==> config.mk <==
export PLATFORM = sky130hd
export DESIGN_NAME = tqvp_stevej_pat_scheduler
export DESIGN_NICKNAME = d
export VERILOG_FILES = /design/src/rtl/tqvp_pat_sched_pkg.sv /design/src/rtl/pat_sched_deadline_ctr.sv /design/src/rtl/tqvp_stevej_pat_scheduler.sv
export SDC_FILE = /design/constraint.sdc
export NUM_CORES = 1
export LEC_CHECK = 0
export ABC_AREA = 1
export CAP_MARGIN = 0
export CORE_ASPECT_RATIO = 0.8
export CORE_MARGIN = 4
export CORE_UTILIZATION = 30
export CTS_CLUSTER_SIZE = 8
export DETAILED_ROUTE_END_ITERATION = 8
export PLACE_DENSITY = 0.57
export SLEW_MARGIN = 20
export SYNTH_ARGS = -nofsm -noshare
export SYNTH_HDL_FRONTEND = slang
export SYNTH_SLANG_ARGS = --single-unit
==> constraint.sdc <==
create_clock -name clk -period 2.1 [get_ports clk]
set_input_delay 0.42 -clock clk [delete_from_list [all_inputs] [get_ports clk]]
set_output_delay 0.42 -clock clk [all_outputs]
set_load 0.005 [all_outputs]
==> src/rtl/tqvp_pat_sched_pkg.sv <==
// Shared definitions for the watchdog pat scheduler peripheral.
// Contents:
//   state_e      - scheduler state encoding, which software reads back through STATUS
//   ADDR_*       - word addresses of the peripheral registers
//   STATUS_*     - bit positions inside the STATUS register
//   bus_mask()   - byte-lane mask that matches the access width of a bus write
package tqvp_pat_sched_pkg;

  typedef enum logic [2:0] {
    ST_IDLE    = 3'd0,
    ST_COLLECT = 3'd1,
    ST_ARMED   = 3'd2,
    ST_PAT     = 3'd3,
    ST_FAULT   = 3'd4
  } state_e;

  localparam logic [5:0] ADDR_CTRL      = 6'h00;
  localparam logic [5:0] ADDR_TASK_MASK = 6'h01;
  localparam logic [5:0] ADDR_CHECKIN   = 6'h02;
  localparam logic [5:0] ADDR_STATUS    = 6'h03;
  localparam logic [5:0] ADDR_DEADLINE  = 6'h04;
  localparam logic [5:0] ADDR_MISSED    = 6'h05;
  localparam logic [5:0] ADDR_PAT_COUNT = 6'h06;

  localparam int STATUS_ARMED_BIT = 0;
  localparam int STATUS_STATE_LSB = 1;
  localparam int STATUS_FAULT_BIT = 4;

  // data_write_n: 00 = byte, 01 = halfword, 10 = word. Bits above the access width are dropped.
  function automatic logic [31:0] bus_mask(input logic [1:0] wn);
    case (wn)
      2'b00:   return 32'h0000_00FF;
      2'b01:   return 32'h0000_FFFF;
      default: return 32'hFFFF_FFFF;
    endcase
  endfunction

endpackage

==> src/rtl/pat_sched_deadline_ctr.sv <==
// Per-round deadline counter for the pat scheduler.
// Ports:
//   clk, rst_n  - clock and synchronous active-low reset
//   clr         - return the count to zero (highest priority)
//   hold        - freeze the count
//   en          - increment the count by one
//   deadline    - cycles allowed per round; 0 disables the deadline
//   hit         - high in the last cycle of the round (count == deadline-1)
module pat_sched_deadline_ctr #(
  parameter int CNT_W = 32
) (
  input  logic             clk,
  input  logic             rst_n,
  input  logic             clr,
  input  logic             hold,
  input  logic             en,
  input  logic [CNT_W-1:0] deadline,
  output logic             hit
);

  logic [CNT_W-1:0] count_r;

  // Round counter: clear beats hold, hold beats increment.
  always_ff @(posedge clk) begin
    if (!rst_n) begin
      count_r <= {CNT_W{1'b0}};
    end else if (clr) begin
      count_r <= {CNT_W{1'b0}};
    end else if (hold) begin
      count_r <= count_r;
    end else if (en) begin
      count_r <= count_r + {{(CNT_W-1){1'b0}}, 1'b1};
    end else begin
      count_r <= count_r;
    end
  end

  assign hit = (deadline != {CNT_W{1'b0}}) &&
               (count_r == (deadline - {{(CNT_W-1){1'b0}}, 1'b1}));

endmodule

==> src/rtl/tqvp_stevej_pat_scheduler.sv <==
// TinyQV peripheral that pats the watchdog once every enabled task has checked in
// and the watchdog window is open; a missed deadline withholds the pat, records
// the late tasks in MISSED and raises the interrupt.
// Ports:
//   clk, rst_n         - clock and synchronous active-low reset
//   address            - register word address
//   data_in            - write data (masked to the access width)
//   data_write_n       - 11 = no write, otherwise write of width 8/16/32
//   data_read_n        - unused, reads are combinational
//   data_out           - read data for address
//   data_ready         - always 1
//   user_interrupt     - MISSED != 0 or fault set (registered)
//   wd_window_open     - watchdog window is open
//   wd_expired         - watchdog has expired
//   wd_pat             - one-cycle registered pat strobe
module tqvp_stevej_pat_scheduler
  import tqvp_pat_sched_pkg::*;
#(
  parameter int NUM_TASKS = 8,
  parameter int CNT_W     = 32
) (
  input  logic        clk,
  input  logic        rst_n,
  input  logic [5:0]  address,
  input  logic [31:0] data_in,
  input  logic [1:0]  data_write_n,
  input  logic [1:0]  data_read_n,
  output logic [31:0] data_out,
  output logic        data_ready,
  output logic        user_interrupt,
  input  logic        wd_window_open,
  input  logic        wd_expired,
  output logic        wd_pat
);

  localparam logic [NUM_TASKS-1:0] TASKS_ZERO = {NUM_TASKS{1'b0}};

  state_e               state_r, state_next_s;
  logic                 enable_r;
  logic [NUM_TASKS-1:0] task_mask_r;
  logic [NUM_TASKS-1:0] checked_r, checked_next_s;
  logic [CNT_W-1:0]     deadline_r;
  logic [NUM_TASKS-1:0] missed_r, missed_next_s, new_miss_s;
  logic [15:0]          pat_count_r;
  logic                 fault_r, fault_next_s;
  logic                 wd_pat_r, irq_r;
  logic                 pat_done_s;
  logic                 ctr_clr_s, ctr_hold_s, ctr_en_s, hit_s;

  logic                 write_s;
  logic [31:0]          wdata_s;
  logic                 wr_ctrl_s, wr_mask_s, wr_checkin_s, wr_deadline_s, wr_missed_s;
  logic [NUM_TASKS-1:0] checkin_bits_s, collect_s;
  logic                 complete_s;
  logic                 unused_s;

  assign unused_s       = ^data_read_n;
  assign write_s        = (data_write_n != 2'b11);
  assign wdata_s        = data_in & bus_mask(data_write_n);
  assign wr_ctrl_s      = write_s && (address == ADDR_CTRL);
  assign wr_mask_s      = write_s && (address == ADDR_TASK_MASK);
  assign wr_checkin_s   = write_s && (address == ADDR_CHECKIN);
  assign wr_deadline_s  = write_s && (address == ADDR_DEADLINE);
  assign wr_missed_s    = write_s && (address == ADDR_MISSED);

  // Check-in bits arriving this cycle are folded in before the completion test,
  // so a task that checks in on the deadline cycle still counts as on time.
  assign checkin_bits_s = wr_checkin_s ? (wdata_s[NUM_TASKS-1:0] & task_mask_r) : TASKS_ZERO;
  assign collect_s      = checked_r | checkin_bits_s;
  assign complete_s     = (task_mask_r != TASKS_ZERO) && ((collect_s & task_mask_r) == task_mask_r);

  pat_sched_deadline_ctr #(.CNT_W(CNT_W)) u_deadline_ctr (
    .clk      (clk),
    .rst_n    (rst_n),
    .clr      (ctr_clr_s),
    .hold     (ctr_hold_s),
    .en       (ctr_en_s),
    .deadline (deadline_r),
    .hit      (hit_s)
  );

  // Next-state and round bookkeeping; a disable write overrides every state.
  always_comb begin
    state_next_s   = state_r;
    checked_next_s = checked_r;
    fault_next_s   = fault_r;
    new_miss_s     = TASKS_ZERO;
    pat_done_s     = 1'b0;
    ctr_clr_s      = 1'b0;
    ctr_hold_s     = 1'b1;
    ctr_en_s       = 1'b0;
    if (wr_ctrl_s && (wdata_s[0] == 1'b0)) begin
      state_next_s   = ST_IDLE;
      fault_next_s   = 1'b0;
      checked_next_s = TASKS_ZERO;
      ctr_clr_s      = 1'b1;
    end else begin
      case (state_r)
        ST_IDLE: begin
          checked_next_s = TASKS_ZERO;
          ctr_clr_s      = 1'b1;
          if (wr_ctrl_s) begin
            state_next_s = ST_COLLECT;
          end else begin
            state_next_s = ST_IDLE;
          end
        end
        ST_COLLECT: begin
          if (wd_expired) begin
            state_next_s = ST_FAULT;
            fault_next_s = 1'b1;
          end else if (complete_s) begin
            state_next_s   = ST_ARMED;
            checked_next_s = collect_s;
          end else if (hit_s) begin
            new_miss_s     = task_mask_r & ~collect_s;
            checked_next_s = TASKS_ZERO;
            ctr_clr_s      = 1'b1;
          end else begin
            checked_next_s = collect_s;
            ctr_hold_s     = 1'b0;
            ctr_en_s       = 1'b1;
          end
        end
        ST_ARMED: begin
          if (wd_expired) begin
            state_next_s = ST_FAULT;
            fault_next_s = 1'b1;
          end else if (wd_window_open) begin
            state_next_s = ST_PAT;
          end else begin
            state_next_s = ST_ARMED;
          end
        end
        ST_PAT: begin
          // The strobe is already on the wire this cycle, so it is counted even if
          // the watchdog reports expiry at the same time.
          pat_done_s     = 1'b1;
          checked_next_s = TASKS_ZERO;
          ctr_clr_s      = 1'b1;
          if (wd_expired) begin
            state_next_s = ST_FAULT;
            fault_next_s = 1'b1;
          end else begin
            state_next_s = ST_COLLECT;
          end
        end
        ST_FAULT: begin
          state_next_s = ST_FAULT;
        end
        default: begin
          state_next_s   = ST_IDLE;
          checked_next_s = TASKS_ZERO;
          ctr_clr_s      = 1'b1;
        end
      endcase
    end
  end

  // W1C clear first, then fresh misses OR in so a same-cycle miss survives.
  assign missed_next_s = (missed_r & ~(wr_missed_s ? wdata_s[NUM_TASKS-1:0] : TASKS_ZERO)) | new_miss_s;

  // State, register file, pat strobe and interrupt.
  always_ff @(posedge clk) begin
    if (!rst_n) begin
      state_r     <= ST_IDLE;
      enable_r    <= 1'b0;
      task_mask_r <= TASKS_ZERO;
      checked_r   <= TASKS_ZERO;
      deadline_r  <= {CNT_W{1'b0}};
      missed_r    <= TASKS_ZERO;
      pat_count_r <= 16'd0;
      fault_r     <= 1'b0;
      wd_pat_r    <= 1'b0;
      irq_r       <= 1'b0;
    end else begin
      state_r     <= state_next_s;
      enable_r    <= wr_ctrl_s ? wdata_s[0] : enable_r;
      task_mask_r <= (wr_mask_s && !enable_r) ? wdata_s[NUM_TASKS-1:0] : task_mask_r;
      checked_r   <= checked_next_s;
      deadline_r  <= (wr_deadline_s && !enable_r) ? wdata_s[CNT_W-1:0] : deadline_r;
      missed_r    <= missed_next_s;
      pat_count_r <= pat_done_s ? (pat_count_r + 16'd1) : pat_count_r;
      fault_r     <= fault_next_s;
      wd_pat_r    <= (state_next_s == ST_PAT);
      irq_r       <= (missed_next_s != TASKS_ZERO) || fault_next_s;
    end
  end

  assign wd_pat         = wd_pat_r;
  assign user_interrupt = irq_r;
  assign data_ready     = 1'b1;

  logic [31:0] mask_word_s, checked_word_s, missed_word_s, deadline_word_s, status_word_s;

  // Zero-extend the narrow registers to the 32-bit bus.
  always_comb begin
    mask_word_s     = 32'h0;
    checked_word_s  = 32'h0;
    missed_word_s   = 32'h0;
    deadline_word_s = 32'h0;
    status_word_s   = 32'h0;
    mask_word_s[NUM_TASKS-1:0]    = task_mask_r;
    checked_word_s[NUM_TASKS-1:0] = checked_r;
    missed_word_s[NUM_TASKS-1:0]  = missed_r;
    deadline_word_s[CNT_W-1:0]    = deadline_r;
    status_word_s[STATUS_ARMED_BIT]       = (state_r == ST_ARMED);
    status_word_s[STATUS_STATE_LSB +: 3]  = state_r;
    status_word_s[STATUS_FAULT_BIT]       = fault_r;
  end

  // Combinational read mux.
  always_comb begin
    case (address)
      ADDR_CTRL:      data_out = {31'd0, enable_r};
      ADDR_TASK_MASK: data_out = mask_word_s;
      ADDR_CHECKIN:   data_out = checked_word_s;
      ADDR_STATUS:    data_out = status_word_s;
      ADDR_DEADLINE:  data_out = deadline_word_s;
      ADDR_MISSED:    data_out = missed_word_s;
      ADDR_PAT_COUNT: data_out = {16'd0, pat_count_r};
      default:        data_out = 32'h0;
    endcase
  end

endmodule

### Word-level counts from Yosys, hierarchy flattened

Cells that the tools add are included.

| word-level totals | value |
|---|---|
| register bits | 111 |
| logic and storage cells | 107 |
| output and inout port bits | 35 |
| bits of input ports | 46 |

| cells by class | value |
|---|---|
| mux-type cells | 40 |
| reduce and logical (&&, ||, !) cells | 24 |
| $add $sub $neg | 3 |
| bitwise operators | 13 |
| equality and inequality tests | 16 |

Operator list:

| cell | count |
|---|---|
| 32-bit case mux with 7 select lines | 1 |
| 8-bit two-way mux | 10 |
| 32-bit case mux with 2 select lines | 1 |
| 32-bit by 1-bit adder with 32-bit output (second input constant) | 1 |
| 32-bit AND | 1 |
| 8-bit AND | 4 |
| 32-bit == test | 1 |
| 32-bit nonzero test | 1 |
| 32-bit by 1-bit subtractor with 32-bit output (second input constant) | 1 |
| 1-bit two-way mux | 20 |
| 6-bit by 3-bit == test with 1-bit output (second input constant) | 3 |
| 16-bit by 1-bit adder with 16-bit output (second input constant) | 1 |
| 8-bit inverter | 2 |
| 8-bit bitwise OR | 2 |
| 8-bit case mux with 2 select lines | 1 |
| 8-bit nonzero test | 2 |
| 3-bit two-way mux | 5 |
| 3-bit case mux with 5 select lines | 1 |
| 6-bit by 2-bit == test with 1-bit output (second input constant) | 2 |
| 1-bit logical AND | 10 |
| 3-bit by 2-bit == test with 1-bit output (second input constant) | 3 |
| 8-bit == test | 1 |
| 6-bit by 1-bit == test with 1-bit output (second input constant) | 1 |
| 6-bit zero test | 1 |
| other kinds (13) | 20 |

### Logic depth before layout (Yosys ltp)

| depth | value |
|---|---|
| depth after elaboration | 16 |
| gate-level depth with buffers | 22 |
| gate-level depth less buffers | 22 |

### Cells and area by module

Synthesis repeated with hierarchy kept, for this count alone.

| second synthesis, totals | value |
|---|---|
| cell total of the unflattened synthesis | 1,136 |
| area total of the unflattened synthesis | 7,300.8 sq um |

Modules (own cells, without submodules):

| module | seq. area each (sq um) | cells each | instances | area an instance (sq um) |
|---|---|---|---|---|
| tqvp_stevej_pat_scheduler | 1,581.5 | 589 | 1 | 4,083.9 |
| pat_sched_deadline_ctr | 640.6 | 547 | 1 | 3,216.8 |

### Worst setup path after synthesis

No wires, ideal clock.

| timing path | value |
|---|---|
| kind | reg2reg |
| start | register deadline_r[0] |
| end | register u_deadline_ctr.count_r[17] |
| data required time | 1.985 ns |
| path buffers | 0 |
| arrival time | 2.232 ns |
| clock period less this slack | 2.348 ns |
| path slack | -0.248 ns |
| stages on the path, launching flop included | 19 |
| library setup time | 0.115 ns |
| cell sequence | dfxtp_1 -> inv_2 -> ha_1 -> nand2_1 -> nor2_2 -> nand2_2 -> nor2_2 -> nand2_1 -> nand2_1 -> nand2_1 -> nand2_1 -> nor2_1 -> nand2_2 -> nor2_4 -> a21oi_4 -> nand3_4 -> nor2_4 -> nand2_1 -> and3_1 |

| on the way | value |
|---|---|
| longest elaborated chain between the ends | 10 |
| elaborated cells on any way between the ends | 21 |
| those cells by class | 1 x add/sub; 1 x eq/ne; 14 x mux; 1 x bitwise; 4 x reduce/logical |

RTL lines:

| what | RTL line | RTL |
|---|---|---|
| from (decl) | tqvp_stevej_pat_scheduler.sv:42 | `logic [CNT_W-1:0] deadline_r;` |
| from (signal assigned) | tqvp_stevej_pat_scheduler.sv:170 | `deadline_r <= {CNT_W{1'b0}};` |
| from (signal assigned) | tqvp_stevej_pat_scheduler.sv:181 | `deadline_r <= (wr_deadline_s && !enable_r) ? wdata_s[CNT_W-1:0] : deadline_r;` |
| 32-bit by 1-bit subtractor with 32-bit output | pat_sched_deadline_ctr.sv:39 | `(count_r == (deadline - {{(CNT_W-1){1'b0}}, 1'b1}));` |
| 32-bit == test | pat_sched_deadline_ctr.sv:39 |  |
| 1-bit logical AND * | pat_sched_deadline_ctr.sv:38 | `assign hit = (deadline != {CNT_W{1'b0}}) &&` |
| 1-bit two-way mux | tqvp_stevej_pat_scheduler.sv:115 | `end else if (hit_s) begin` |
| 1-bit two-way mux | tqvp_stevej_pat_scheduler.sv:112 | `end else if (complete_s) begin` |
| 1-bit two-way mux | tqvp_stevej_pat_scheduler.sv:109 | `if (wd_expired) begin` |
| 1-bit two-way mux | tqvp_stevej_pat_scheduler.sv:98 | `case (state_r)` |
| 1-bit two-way mux | tqvp_stevej_pat_scheduler.sv:92 | `if (wr_ctrl_s && (wdata_s[0] == 1'b0)) begin` |
| 1-bit inverter (no line) | - |  |
| 2-bit AND reduction (no line) | - |  |
| to (signal assigned) | pat_sched_deadline_ctr.sv:30 | `count_r <= count_r;` |
| to (signal assigned) | pat_sched_deadline_ctr.sv:32 | `count_r <= count_r + {{(CNT_W-1){1'b0}}, 1'b1};` |
| to (signal assigned) | pat_sched_deadline_ctr.sv:34 | `count_r <= count_r;` |
| to (decl) | pat_sched_deadline_ctr.sv:21 | `logic [CNT_W-1:0] count_r;` |

Mark *: on every way between the ends. The rest lies on a longest branch, timed or not.
A chain may end at the register's enable or synchronous reset.

### Worst setup path after layout

| timing path | value |
|---|---|
| start | register deadline_r[2] |
| end | register u_deadline_ctr.count_r[17] |

Same word-level chain as after synthesis.

==> reports/results.txt <==
The met3 routed wirelength came out at 2220 µm. The H-tree generated during clock tree synthesis spans 3 levels. For this configuration, the core starts out at a cell density of 30.5%. Broken down by cell family, the worst path's largest delay share belongs to simple AND/OR/NAND/NOR gates. The finished cells cover 11200 µm². The tools report the total clock sinks as 111. The number of different library cells used by synthesis comes to 61.

For this block, wires on met1 add up to 13200 µm. For this design the static power due to leakage is 4.98 nW. Of the total power, the share spent switching nets is 27.5%.

The leading cell type in the layout, fill and taps excluded was sky130_fd_sc_hd__buf_4. At the worst endpoint, the arrival time is 2.85 ns. The top cell types in the final layout, fill and taps aside, are 259 x sky130_fd_sc_hd__buf_4, 195 x sky130_fd_sc_hd__nand2_1, 140 x sky130_fd_sc_hd__inv_1. Per report_power, the sequential group accounts for 47.9% of the total. Before antenna repair, the detailed router went through 7 iterations. Cells fill 48.1% of the core in the end.

Entering global routing, the biggest net connects 51 pins. Pin placement for this block handled 81 I/O pins. The peak per-stage delay on the critical path came out at 0.37 ns. The most numerous cell type found on the critical path is sky130_fd_sc_hd__nor2_1. The worst hold path passes through 2 cells.

Based on the critical path, the design can be clocked at up to 385 MHz. In the detailed route, the total length drawn on met2 is 10800 µm. STA classifies the critical path endpoint as a register. The flow ran to the end, but the final reports show violations. Counting flops with an async set or reset pin after synthesis yields a share of 0%. For this block, the via count after detailed routing is 8378. The cell with the largest stage delay on the worst path is sky130_fd_sc_hd__dfxtp_4. The run gives 364 µV as the maximum ir drop on the vdd rail. After detailed routing, the number of remaining DRC violations is 0.

Number of antenna violations at the first check in global routing: 0. For the via count of the first global-routing pass, the log shows 7819. The y dimension of the die is 146 µm. The number of rows created at floorplan was 50; the vias per cell was 4.80. The clock network latency to the later pin of the worst-skew pair is 0.36 ns, and the number of max-slew violations in the final report is 0. Between clock sinks in the finished design, the worst skew comes to 0.00918 ns. The analysis attributes to net switching a power of 1.22 mW.

Setup repair after global routing could not meet its margin everywhere. The repair_antennas step left the layout with diodes totalling 0. Across all register-to-register paths, the minimum setup slack is -0.49 ns. The per-cell routed wire length is 15.2 µm, and the clock slew at the register clock pins of the worst setup and hold paths is 0.08 ns. The share of the cycle needed by the critical path after routing came out at 124%.

The uppermost layer routed is met4. The number of enable flip-flop cells after synthesis is 0. At the end of routability-driven placement, the weighted congestion stood at 0.951. The largest driver fanout on the critical path is 20, and the routed wire length is 26500 µm. The final hold violation count was 0. The critical path data required time came out at 2.36 ns. Clock tree synthesis selected as its root buffer the cell sky130_fd_sc_hd__clkbuf_16. In this run, synthesis produced a sequential element count of 111. Of the cells placed in the final design, the portion with a size suffix greater than 1 is 34.9%.

The total stage count of the critical path is 18, and the synthesized cell area is 7130 µm². The tools report the maximum clock insertion buffer count as 2. The clock period minus final worst setup slack was 2.59 ns; the number of antenna-violating nets in the routed design was 0. Detailed placement ended at an HPWL of 20100 µm. For this run, the number of Yosys warnings is 0. The length in cells of the worst reg-to-reg path works out to 18.

The number of setup violations in the final report was 50. The final reports fail on negative setup slack. The signal on the critical path passes through nor2_2 -> nand2_2 -> nor2_4 -> buf_12 -> nand2_4 -> nor2_1 -> nor2_1 -> nor2_1 -> nand2_1 -> nor2_2 -> nand3_4 -> nor2_8 -> buf_4 -> nand3_2 -> nand3_4 -> inv_2 -> buf_12 -> and3_1. After routing, the total negative slack on setup checks comes to -18.27 ns. TritonCTS buffer count: 9. Input and output buffers added on the ports amount to 77. After the first detailed-routing iteration, the DRC count stood at 624. The total nets after synthesis is 1142, and the part of the total power dissipated in combinational logic is 14.6%. For this design the ratio of total power to cell area is 394 nW/µm². Global routing used 19.4% of the available tracks.

The die is 180 µm wide. The worst min-delay path category is reg -> reg. The first global-routing pass estimated 41600 µm of wire. The post-synthesis area per instance is 6.53 µm². The number of nets in the finished design was 1479; the number of buffers and inverters on the critical path was 4. The tools report the element type at the critical path start as a register. Cell internal power was estimated by the tool at 3.21 mW. The die footprint was 26300 µm²; the area growth from synthesis to layout was 57.6%.

After global routing the overflow that remains totals 0. The worst path setup slack after routing came out at -0.494 ns. TritonCTS built the clock tree. Hold timing on the final database bottoms out at a slack of 0.467 ns.

Timing analysis after detailed placement gives a worst setup slack of -1.20 ns. The clock share of power was 37.6%; the placed cell area was 9840 µm². The layout has 2366 filler cells. The critical path in this run is classified as reg -> reg.

After technology mapping, the gate count stands at 1093. The tool flagged a number of max-cap violations equal to 0. The most used flip-flop cell after synthesis is sky130_fd_sc_hd__dfxtp_1. The floorplan step defined a core boundary enclosing 23400 µm². The register area share after synthesis was 31.1%.
## sequential cells by signal (all words and copies together), names as in the netlist
name and flops:
checked_r 8, user_interrupt 1, task_mask_r 8, enable_r 1, pat_count_r 16, wd_pat 1, u_deadline_ctr.count_r 32, deadline_r 32
state_r 3, fault_r 1, missed_r 8
## per-layer routing
metal | up-vias | global-route usage (%)
li1 | 4271 | -
met1 | 3806 | 30.3
met2 | 281 | 27.7
met3 | 20 | 3.82
met4 | 0 | 3.14
met5 | - | 0
## kinds of logic (layout without fill, tap and decap cells)
kind of cell | after synthesis | in the layout | share of synthesized area, %
and+or+nand+nor | 549 | 549 | 36.2
adders and majority gates | 3 | 3 | 0.526
other | 1 | 1 | 0.0526
buffers and inverters | 186 | 527 | 10.3
DFF | 111 | 111 | 31.1
AOI/OAI and AO/OA | 209 | 209 | 17.3
xor gates and xnor gates | 34 | 34 | 4.38
## timing repair
action                                  CTS  global route
resized for setup                       201            80
endpoints found under the setup margin   94            74
buffers inserted                         54            22
pin swaps                                48            53
hold buffers                              0             0
cloned                                    0             1
## stage by stage
step / std cells / power, mW
6_report: 1746 / 4.43
5_1_grt: 1746 / 4.61
4_1_cts: 1731 / 4.45
3_5_place_dp: 1662 / 2.75
3_3_place_gp: 1662 / 2.74
2_1_floorplan: 1093 / 2.49
## cells in the mapped netlist (all sizes together), types with 2 or more instances
master | number | area (µm²)
nand2 | 226 | 893
nor2 | 180 | 774
inv | 155 | 582
dfxtp | 111 | 2220
a21oi | 96 | 495
nand3 | 64 | 373
o21ai | 47 | 239
nor3 | 31 | 180
a211oi | 26 | 195
nand4 | 26 | 208
xor2 | 22 | 193
clkbuf | 19 | 72.6
buf | 11 | 78.8
xnor2 | 11 | 96.3
nor4 | 10 | 62.6
o21a | 10 | 75.1
o22ai | 9 | 56.3
o221ai | 4 | 35.0
a221oi | 3 | 26.3
and3 | 3 | 18.8
ha | 3 | 37.5
or2 | 3 | 18.8
a22oi | 2 | 15.0
a31oi | 2 | 12.5
nand3b | 2 | 15.0
nor3b | 2 | 20.0
o2111ai | 2 | 17.5
o21bai | 2 | 15.0
## worst min-delay path, cell delays in order (launching register included)
cell                      delay, ns
sky130_fd_sc_hd__dfxtp_1       0.31
sky130_fd_sc_hd__nand2_1       0.06
sky130_fd_sc_hd__a21oi_1       0.05
## final timing paths
check,start,end
hold reg to reg,checked_r[6],checked_r[6]
setup / recovery,deadline_r[2],u_deadline_ctr.count_r[17]
hold / removal,checked_r[6],checked_r[6]
setup reg to reg,deadline_r[2],u_deadline_ctr.count_r[17]
## power by group through the flow
stage	Clock [mW]	Sequential [mW]	Combinational (mW)
after floorplan	0	2.17	0.321
after global placement	0	2.17	0.573
after detailed placement	0	2.17	0.577
after CTS	1.71	2.12	0.622
after global routing	1.78	2.12	0.705
final	1.66	2.12	0.645
## cell type report
type	count	area, µm²	share of cell area, %
Inverter	156	596	5.30
Clock inverter	6	47.5	0.423
Sequential cell	111	2250	20.0
Clock buffer	9	225	2.00
Multi-Input combinational cell	796	4790	42.6
Tap cell	312	390	3.47
Timing Repair Buffer	356	2950	26.2
(Power assumes the default switching activity.)
